$ cat src/rtl/axi_req_arbiter.sv
// Two-client round-robin arbiter feeding a single AXI-style master port.
// Optional WAIT watchdog is compiled in when ARB_TIMEOUT_EN is defined.
module axi_req_arbiter #(
    parameter int AW     = 8,
    parameter int TO_CYC = 255
) (
    input  logic          clk,
    input  logic          rst,
    input  logic          req_a,
    input  logic          req_b,
    input  logic          we_a,
    input  logic          we_b,
    input  logic [AW-1:0] addr_a,
    input  logic [AW-1:0] addr_b,
    input  logic [AW-1:0] wdata_a,
    input  logic [AW-1:0] wdata_b,
    input  logic [3:0]    len_a,
    input  logic [3:0]    len_b,
    input  logic [3:0]    id_a,
    input  logic [3:0]    id_b,
    output logic          ack_a,
    output logic          ack_b,
    output logic          err_a,
    output logic          err_b,
    output logic [1:0]    gnt,
    output logic          en,
    output logic          en_,
    output logic [AW-1:0] ARADDR,
    output logic [AW-1:0] AWADDR,
    output logic [3:0]    ARLEN,
    output logic [3:0]    ARID,
    output logic [3:0]    AWID,
    output logic [AW-1:0] INDATA,
    output logic          LAST,
    input  logic          BVALID,
    input  logic          BREADY,
    input  logic          RVALID,
    input  logic          RREADY,
    input  logic          RLAST
);

    typedef enum logic [1:0] {
        ST_IDLE  = 2'd0,
        ST_ISSUE = 2'd1,
        ST_WAIT  = 2'd2,
        ST_DONE  = 2'd3
    } state_t;

    state_t        state_r;
    state_t        state_next_s;
    logic          ptr_r;        // 1 = B is favoured on a tie
    logic          owner_b_r;
    logic          we_r;
    logic [AW-1:0] addr_r;
    logic [AW-1:0] wdata_r;
    logic [3:0]    len_r;
    logic [3:0]    id_r;
    logic [1:0]    gnt_r;
    logic          en_rd_r;
    logic          en_wr_r;
    logic          ack_a_r;
    logic          ack_b_r;
    logic          err_a_r;
    logic          err_b_r;

    logic          grant_s;
    logic          grant_b_s;
    logic          done_s;
    logic          timeout_s;
    logic          err_s;
    logic          sel_we_s;
    logic [AW-1:0] sel_addr_s;
    logic [AW-1:0] sel_wdata_s;
    logic [3:0]    sel_len_s;
    logic [3:0]    sel_id_s;

`ifdef ARB_TIMEOUT_EN
    localparam int CW = (TO_CYC > 1) ? $clog2(TO_CYC) : 1;
    logic [CW-1:0] cnt_r;

    // WAIT-cycle watchdog counter, cleared whenever the FSM is outside WAIT
    always_ff @(posedge clk or negedge rst) begin
        if (!rst) begin
            cnt_r <= '0;
        end else if (state_r == ST_WAIT) begin
            cnt_r <= cnt_r + CW'(1);
        end else begin
            cnt_r <= '0;
        end
    end

    assign timeout_s = (state_r == ST_WAIT) && (cnt_r == CW'(TO_CYC - 1));
`else
    assign timeout_s = 1'b0;
`endif

    // Grant arbitration, completion decode and next-state selection
    always_comb begin
        state_next_s = state_r;
        grant_s      = 1'b0;
        grant_b_s    = req_b & (~req_a | ptr_r);
        done_s       = we_r ? (BVALID & BREADY) : (RVALID & RREADY & RLAST);
        err_s        = timeout_s & ~done_s;
        sel_we_s     = grant_b_s ? we_b    : we_a;
        sel_addr_s   = grant_b_s ? addr_b  : addr_a;
        sel_wdata_s  = grant_b_s ? wdata_b : wdata_a;
        sel_len_s    = grant_b_s ? len_b   : len_a;
        sel_id_s     = grant_b_s ? id_b    : id_a;
        case (state_r)
            ST_IDLE: begin
                if (req_a | req_b) begin
                    grant_s      = 1'b1;
                    state_next_s = ST_ISSUE;
                end else begin
                    state_next_s = ST_IDLE;
                end
            end
            ST_ISSUE: state_next_s = ST_WAIT;
            ST_WAIT: begin
                if (done_s | timeout_s) begin
                    state_next_s = ST_DONE;
                end else begin
                    state_next_s = ST_WAIT;
                end
            end
            ST_DONE: state_next_s = ST_IDLE;
            default: state_next_s = ST_IDLE;
        endcase
    end

    // State, holding registers and registered bus/client outputs
    always_ff @(posedge clk or negedge rst) begin
        if (!rst) begin
            state_r   <= ST_IDLE;
            ptr_r     <= 1'b0;
            owner_b_r <= 1'b0;
            we_r      <= 1'b0;
            addr_r    <= '0;
            wdata_r   <= '0;
            len_r     <= 4'd0;
            id_r      <= 4'd0;
            gnt_r     <= 2'b00;
            en_rd_r   <= 1'b0;
            en_wr_r   <= 1'b0;
            ack_a_r   <= 1'b0;
            ack_b_r   <= 1'b0;
            err_a_r   <= 1'b0;
            err_b_r   <= 1'b0;
        end else begin
            state_r <= state_next_s;
            case (state_r)
                ST_IDLE: begin
                    if (grant_s) begin
                        owner_b_r <= grant_b_s;
                        gnt_r     <= grant_b_s ? 2'b10 : 2'b01;
                        we_r      <= sel_we_s;
                        addr_r    <= sel_addr_s;
                        wdata_r   <= sel_wdata_s;
                        len_r     <= sel_len_s;
                        id_r      <= sel_id_s;
                        en_rd_r   <= ~sel_we_s;
                        en_wr_r   <= sel_we_s;
                    end
                end
                ST_ISSUE: begin
                    en_rd_r <= 1'b0;
                    en_wr_r <= 1'b0;
                end
                ST_WAIT: begin
                    if (state_next_s == ST_DONE) begin
                        ack_a_r <= ~owner_b_r;
                        ack_b_r <= owner_b_r;
                        err_a_r <= ~owner_b_r & err_s;
                        err_b_r <= owner_b_r & err_s;
                    end
                end
                ST_DONE: begin
                    ack_a_r <= 1'b0;
                    ack_b_r <= 1'b0;
                    err_a_r <= 1'b0;
                    err_b_r <= 1'b0;
                    gnt_r   <= 2'b00;
                    ptr_r   <= ~ptr_r;
                end
                default: begin
                    gnt_r <= 2'b00;
                end
            endcase
        end
    end

    assign ack_a  = ack_a_r;
    assign ack_b  = ack_b_r;
    assign err_a  = err_a_r;
    assign err_b  = err_b_r;
    assign gnt    = gnt_r;
    assign en     = en_rd_r;
    assign en_    = en_wr_r;
    assign ARADDR = addr_r;
    assign AWADDR = addr_r;
    assign ARLEN  = len_r;
    assign ARID   = id_r;
    assign AWID   = id_r;
    assign INDATA = wdata_r;
    assign LAST   = 1'b1;

endmodule

$ cat config.mk
export PLATFORM = sky130hd
export DESIGN_NAME = axi_req_arbiter
export DESIGN_NICKNAME = d
export VERILOG_FILES = /design/src/rtl/axi_req_arbiter.sv
export SDC_FILE = /design/constraint.sdc
export NUM_CORES = 1
export LEC_CHECK = 0
export BUFFER_PORTS_ARGS = -buffer_cell sky130_fd_sc_hd__buf_4
export CAP_MARGIN = 30
export CORE_MARGIN = 3
export CORE_UTILIZATION = 39
export CTS_CLUSTER_DIAMETER = 50
export DETAILED_ROUTE_END_ITERATION = 10
export GPL_TIMING_DRIVEN = 1
export PLACE_DENSITY_LB_ADDON = 0.25
export RECOVER_POWER = 50
export SLEW_MARGIN = 25
export SYNTH_ARGS = -nofsm -noshare
export SYNTH_HDL_FRONTEND = slang
export SYNTH_SLANG_ARGS = --single-unit
$ cat constraint.sdc
create_clock -name clk -period 1.85 [get_ports clk]
set_input_delay 0.2775 -clock clk [delete_from_list [all_inputs] [get_ports clk]]
set_output_delay 0.2775 -clock clk [all_outputs]
set_load 0.005 [all_outputs]
==> reports/metrics.json, run 1 <==
{
  "worst_pin_slew_ps": 949,
  "finalMaxSlewViolations": 0,
  "cts.htree.levels": 2,
  "critPathRequiredTime_ps": 2030,
  "ctsHoldBuffers": 1,
  "ys_seq_area_frac": 0.467,
  "busiest_layer": "met2",
  "syn_inst": 178,
  "num_rows": 24,
  "postLayoutSetupSlackWorst_ps": 180,
  "pre_cts_ws_ps": 177,
  "dp.final_hpwl_um": 3610,
  "avgViaCountPerCell": 5.07,
  "timing.hold.worst.class": "input port to flip-flop",
  "clock-sinks": 35,
  "globalRouteMet2Util": 0.272,
  "syn-cell-area_um2": 1870,
  "chipWidth_um": 75.3,
  "clockBufferDepth": 2,
  "layout.filler_cells": 407,
  "intPower_mw": 2.54,
  "ys_ff_latch": 35,
  "timing.setup.critical_path_class": "flip-flop to flip-flop",
  "layout_worst_path_cycle_share": 0.903,
  "post-cts-setup-buffer-count": 0,
  "clk_network_pwr_share": 0.153,
  "peak_freq_mhz": 599,
  "critPathMaxFanout": 5,
  "synth_area_per_cell_um2": 10.5,
  "rr_worst_depth": 6,
  "area_growth_syn_to_layout_pct": 41.4,
  "clock_tree.root_cell": "sky130_fd_sc_hd__clkbuf_8",
  "grt_setup_unrepaired": "false",
  "first_pass_iters": 4,
  "multi_input_comb_area_um2": 805,
  "post_cts.resized_instances": 0,
  "setup.worst_path.start_class": "flip-flop",
  "setup.worst_path.end_class": "flip-flop",
  "critPathArrivalTime_ps": 1850,
  "worst_clock_skew_ps": 6.35,
  "clk_transition_reported_paths_ps": 70,
  "cts-buffers-inserted": 5,
  "worst_r2r_endpoint": "ack_a$_DFFE_PN0P_",
  "final_worst_hold_slack_ps": 284,
  "initial_utilization": 0.416,
  "detail_route.wl_per_cell_um": 15.1,
  "grt_start_max_net_pins": 36,
  "use_met3": 0.0369,
  "clk_latency_ps": 280,
  "first_global_vias": 1478,
  "grt_first_pass_wirelength_um": 6980,
  "drt_iter0_drc": 82,
  "final_layout_size_suffix_gt1_frac": 0.423,
  "post_place_cells": 308,
  "die_area_um2": 5670,
  "fin_cells": 317,
  "globalRoute.totalOverflow": 0,
  "routed_wl_um": 4790,
  "pwr-share-comb": 0.488,
  "cts_tree": "built",
  "place.gp.congestion": 0.767,
  "netSwitchingFraction": 0.354,
  "timing.critical_path.from": "state_r[0]$_DFF_PN0_",
  "power.leakage_nw": 1.35,
  "layout.area.seq_um2": 876,
  "layout.nets": 328,
  "detailroute.via_count": 1607,
  "finalSetupTns_ps": 0,
  "antennaDiodeCount": 0,
  "track_usage": 0.162,
  "fp.coreArea_um2": 4500,
  "synth_warnings": 0,
  "endpoint": "ack_a$_DFFE_PN0P_",
  "ir_worst_vdd_mv": 0.936,
  "floorplan.die.height_um": 75.3,
  "max_cap_violations": 0,
  "power.density_nw_per_um2": 1490,
  "timing_hold_violations_final": 0,
  "period_minus_slack_ps": 1670,
  "postRouteAntennaNets": 0,
  "grt_antenna_before_repair": 0,
  "yosys.cell_types.count": 31,
  "met1_grt_util": 0.208,
  "ff2ff_setup_slack_ps": 180,
  "timing.rr.start": "state_r[0]$_DFF_PN0_",
  "boundaryPins": 104,
  "detail_route.drc_violations": 0,
  "power.share.sequential": 0.359,
  "numPortBuffers": 100,
  "setup-violations-final": 0,
  "outcome": "finished clean",
  "relSlewSlack": 0.367,
  "power.net_switching_mw": 1.39
}
[power groups by stage]
stage                     combinational (mW)  clock (mW)  sequential, mW
after global placement                  1.93           0            1.42
after global routing                    2.14       0.644            1.48
after detailed placement                1.99           0            1.43
final                                   1.92       0.602            1.41
after CTS                               1.99       0.614            1.42
after floorplan                         1.13           0            1.41
[kinds of logic (layout without fill, tap and decap cells)]
kind of cell	count (synthesis)	in the layout	share of synthesized area
compound gates	59	59	0.228
simple gates	30	30	0.0861
mux	13	13	0.0694
other cells	2	3	0.00401
xor+xnor	1	1	0.00467
buf+inv	33	119	0.107
fa+ha+maj	5	5	0.0334
flops	35	35	0.467
[metal layers]
layer | share of wire | wire length, um
met5 | 0 | 0
met4 | 0.0079 | 38
met2 | 0.49 | 2360
met3 | 0.086 | 411
met1 | 0.41 | 1980
[worst min-delay path by stage]
stage / startpoint / to / slack, ps / cells after the start
2_1_floorplan: rst / ARADDR[0]$_DFFE_PN0P_ / -20 / 0
3_3_place_gp: rst / ARADDR[7]$_DFFE_PN0P_ / 260 / 1
3_5_place_dp: rst / ARID[0]$_DFFE_PN0P_ / 260 / 1
4_1_cts: id_a[1] / ARID[1]$_DFFE_PN0P_ / 280 / 3
5_1_grt: req_b / state_r[0]$_DFF_PN0_ / 310 / 3
6_report: wdata_a[2] / INDATA[2]$_DFFE_PN0P_ / 280 / 3
[sequential cells by signal, indices dropped and copies added, names as in the netlist, 2 cells and up]
name and count:
ARADDR 8, INDATA 8, ARID 4, state_r 2, gnt 2, ARLEN 4
[stage by stage]
step | total power [mW] | util | cell area (um2)
finish | 3.94 | 0.588 | 2650
global route | 4.26 | 0.588 | 2650
CTS | 4.03 | 0.591 | 2660
detailed placement | 3.42 | 0.567 | 2550
global placement | 3.35 | 0.567 | 2550
floorplan | 2.54 | - | 1880
[cells in the mapped netlist]
library cell,n,area share
sky130_fd_sc_hd__nand2_1,18,0.036
sky130_fd_sc_hd__nand3_1,1,0.0027
sky130_fd_sc_hd__a211o_1,1,0.0047
sky130_fd_sc_hd__o21ai_1,2,0.0053
sky130_fd_sc_hd__buf_2,2,0.0053
sky130_fd_sc_hd__o211ai_1,3,0.012
sky130_fd_sc_hd__or4_1,1,0.0040
sky130_fd_sc_hd__ha_1,5,0.033
sky130_fd_sc_hd__and3_2,1,0.0040
sky130_fd_sc_hd__buf_6,2,0.012
sky130_fd_sc_hd__a31oi_1,2,0.0067
sky130_fd_sc_hd__nor2_8,1,0.011
sky130_fd_sc_hd__or3b_1,1,0.0047
sky130_fd_sc_hd__o31ai_1,2,0.0080
sky130_fd_sc_hd__o311ai_1,2,0.0093
sky130_fd_sc_hd__xor2_1,1,0.0047
sky130_fd_sc_hd__a22o_1,25,0.12
sky130_fd_sc_hd__conb_1,2,0.0040
sky130_fd_sc_hd__a21o_2,1,0.0047
sky130_fd_sc_hd__buf_4,16,0.064
sky130_fd_sc_hd__and2b_4,1,0.0053
sky130_fd_sc_hd__o21ai_0,16,0.043
sky130_fd_sc_hd__or4b_1,1,0.0053
sky130_fd_sc_hd__nor2_1,4,0.0080
sky130_fd_sc_hd__inv_1,8,0.016
sky130_fd_sc_hd__o31ai_2,1,0.0067
sky130_fd_sc_hd__a21oi_1,4,0.011
sky130_fd_sc_hd__mux2i_1,13,0.069
sky130_fd_sc_hd__and4b_1,1,0.0053
sky130_fd_sc_hd__clkbuf_1,5,0.010
sky130_fd_sc_hd__dfrtp_1,35,0.47
[worst max-delay path: stages (launching register included)]
cell	delay, ps
sky130_fd_sc_hd__dfrtp_1	400
sky130_fd_sc_hd__inv_1	110
sky130_fd_sc_hd__ha_1	220
sky130_fd_sc_hd__or3b_1	370
sky130_fd_sc_hd__o31ai_2	110
sky130_fd_sc_hd__nor2_1	120
sky130_fd_sc_hd__o311ai_1	240
[cells in the final DEF (no fill, tap or decap), drive strengths merged, types with 2 or more instances in the layout]
cell type  count
o211ai         3
buf           83
ha             5
o21ai         18
a31oi          2
clkbuf        27
nor2           5
a22o          25
dfrtp         35
conb           3
inv            8
o31ai          3
nand2         18
o311ai         2
mux2i         13
a21oi          4
[layout make-up]
class                           instances  share of cell area
Sequential cell                        35               0.331
Clock buffer                            8              0.0378
Inverter                                8              0.0113
Timing Repair Buffer                  103               0.292
Multi-Input combinational cell        111               0.304
Tap cell                               52              0.0246
Note: power is estimated with default switching activity, not from simulation.
==> run 2: changes to the inputs <==
==> constraint.sdc (replaced) <==
create_clock -name clk -period 2.15 [get_ports clk]
set_input_delay 0.3225 -clock clk [delete_from_list [all_inputs] [get_ports clk]]
set_output_delay 0.3225 -clock clk [all_outputs]
set_load 0.005 [all_outputs]
==> reports/metrics.json, run 2 (synthesized netlist as in run 1, its figures left out) <==
{
  "outcome": "finished clean",
  "postLayoutSetupSlackWorst_ps": 343,
  "final_worst_hold_slack_ps": 327,
  "hp-start": "wdata_a[0]",
  "area_growth_syn_to_layout_pct": 42.7,
  "first_global_vias": 1521,
  "layout_worst_path_cycle_share": 0.841,
  "setup.worst_path.end_class": "flip-flop",
  "numPortBuffers": 100,
  "finalPower_mw": 3.48,
  "timing.hold.worst.class": "input port to flip-flop",
  "finalMaxSlewViolations": 0,
  "setup.worst_path.start_class": "flip-flop",
  "track_usage": 0.165,
  "peak_freq_mhz": 553,
  "cts-buffers-inserted": 5,
  "chipWidth_um": 75.3,
  "detail_route.wl_per_cell_um": 14.9,
  "max_cap_violations": 0,
  "timing.rr.start": "state_r[0]$_DFF_PN0_",
  "power.density_nw_per_um2": 1300,
  "grt_first_pass_wirelength_um": 7120,
  "dp.final_hpwl_um": 3510,
  "die_area_um2": 5670,
  "fp.coreArea_um2": 4500,
  "finalSetupTns_ps": 0,
  "postPlaceCellArea_um2": 2550,
  "period_minus_slack_ps": 1810,
  "layout.filler_cells": 403,
  "relSlewSlack": 0.345,
  "cts.htree.levels": 2,
  "most_frequent_standard_cell_in_the_layout_excluding_fill_and_tap_cells": "sky130_fd_sc_hd__buf_4",
  "critPathMaxFanout": 5,
  "clockBufferDepth": 2,
  "first_pass_iters": 4,
  "timing.setup.critical_path_class": "flip-flop to flip-flop",
  "drt_iter0_drc": 80,
  "floorplan.die.height_um": 75.3,
  "cts_tree": "built",
  "detailroute.via_count": 1636,
  "layout.area.seq_um2": 876,
  "initial_utilization": 0.416,
  "avgViaCountPerCell": 5.14,
  "ir_worst_vdd_mv": 0.529,
  "clock-sinks": 35,
  "layout_common_cells": "sky130_fd_sc_hd__buf_4, sky130_fd_sc_hd__dfrtp_1, sky130_fd_sc_hd__a22o_1, sky130_fd_sc_hd__nand2_1, sky130_fd_sc_hd__clkbuf_4",
  "worst_pin_slew_ps": 983,
  "clk_latency_ps": 280,
  "routed_wl_um": 4750,
  "place.gp.congestion": 0.737,
  "timing.critical_path.from": "state_r[0]$_DFF_PN0_",
  "post-cts-setup-buffer-count": 0,
  "layout.nets": 329,
  "clk_transition_reported_paths_ps": 70,
  "post_place_cells": 309,
  "setup-violations-final": 0,
  "pre_cts_ws_ps": 335,
  "power.leakage_nw": 1.37,
  "critPathRequiredTime_ps": 2310,
  "num_rows": 24,
  "detail_route.drc_violations": 0,
  "clock_tree.root_cell": "sky130_fd_sc_hd__clkbuf_8",
  "postRouteAntennaNets": 0,
  "critPathArrivalTime_ps": 1970,
  "grt_antenna_before_repair": 0,
  "boundaryPins": 104,
  "worst_clock_skew_ps": 6.06,
  "final_design_area_no_fill_um2": 2670,
  "antennaDiodeCount": 0,
  "grt_setup_unrepaired": "false",
  "grt_start_max_net_pins": 36,
  "final_layout_size_suffix_gt1_frac": 0.432,
  "timing_hold_violations_final": 0,
  "final_util": 0.594,
  "fin_cells": 318,
  "globalRoute.totalOverflow": 0,
  "multi_input_comb_area_um2": 812
}
==> run 2: worst paths after layout <==
path / endpoint / slack (ps) / depth (start not counted)
worst max-delay path: ack_b$_DFFE_PN0P_ / 340 / 6
worst min-delay path: INDATA[0]$_DFFE_PN0P_ / 330 / 3
worst max register to register: ack_b$_DFFE_PN0P_ / 340 / 6
worst min register to register: ARLEN[3]$_DFFE_PN0P_ / 490 / 2
max in group asynchronous: INDATA[7]$_DFFE_PN0P_ / 920 / 2
min in group asynchronous: ARADDR[3]$_DFFE_PN0P_ / 690 / 2
==> run 2: final cells by class <==
type	count	area share
sequential	35	0.328
multi-input combinational	111	0.304
timing repair buffer	104	0.289
clock buffer	6	0.0309
tap	52	0.0243
clock inverter	2	0.0131
inverter	8	0.0112
==> run 2: repair_timing <==
item,CTS,global route
hold endpoints to repair,19,0
resized for setup,0,0
hold buffers,1,0
==> run 2: power by group <==
group | internal, mW | switching, mW
clock network | 0.375 | 0.229
registers | 0.985 | 0.233
logic | 0.913 | 0.748
==> run 2: layer usage <==
layer,part of all wire,GRT usage,up-vias
li1,-,-,797
met1,0.42,0.217,766
met2,0.48,0.265,67
met3,0.085,0.0528,6
met4,0.011,0.0408,0
met5,0,0,-
==> run 2: worst max-delay path, cell delays in order (launching register included) <==
cell	delay, ps
sky130_fd_sc_hd__dfrtp_1	410
sky130_fd_sc_hd__inv_1	110
sky130_fd_sc_hd__ha_1	240
sky130_fd_sc_hd__or3b_1	390
sky130_fd_sc_hd__o31ai_2	120
sky130_fd_sc_hd__nor2_1	140
sky130_fd_sc_hd__o311ai_1	280
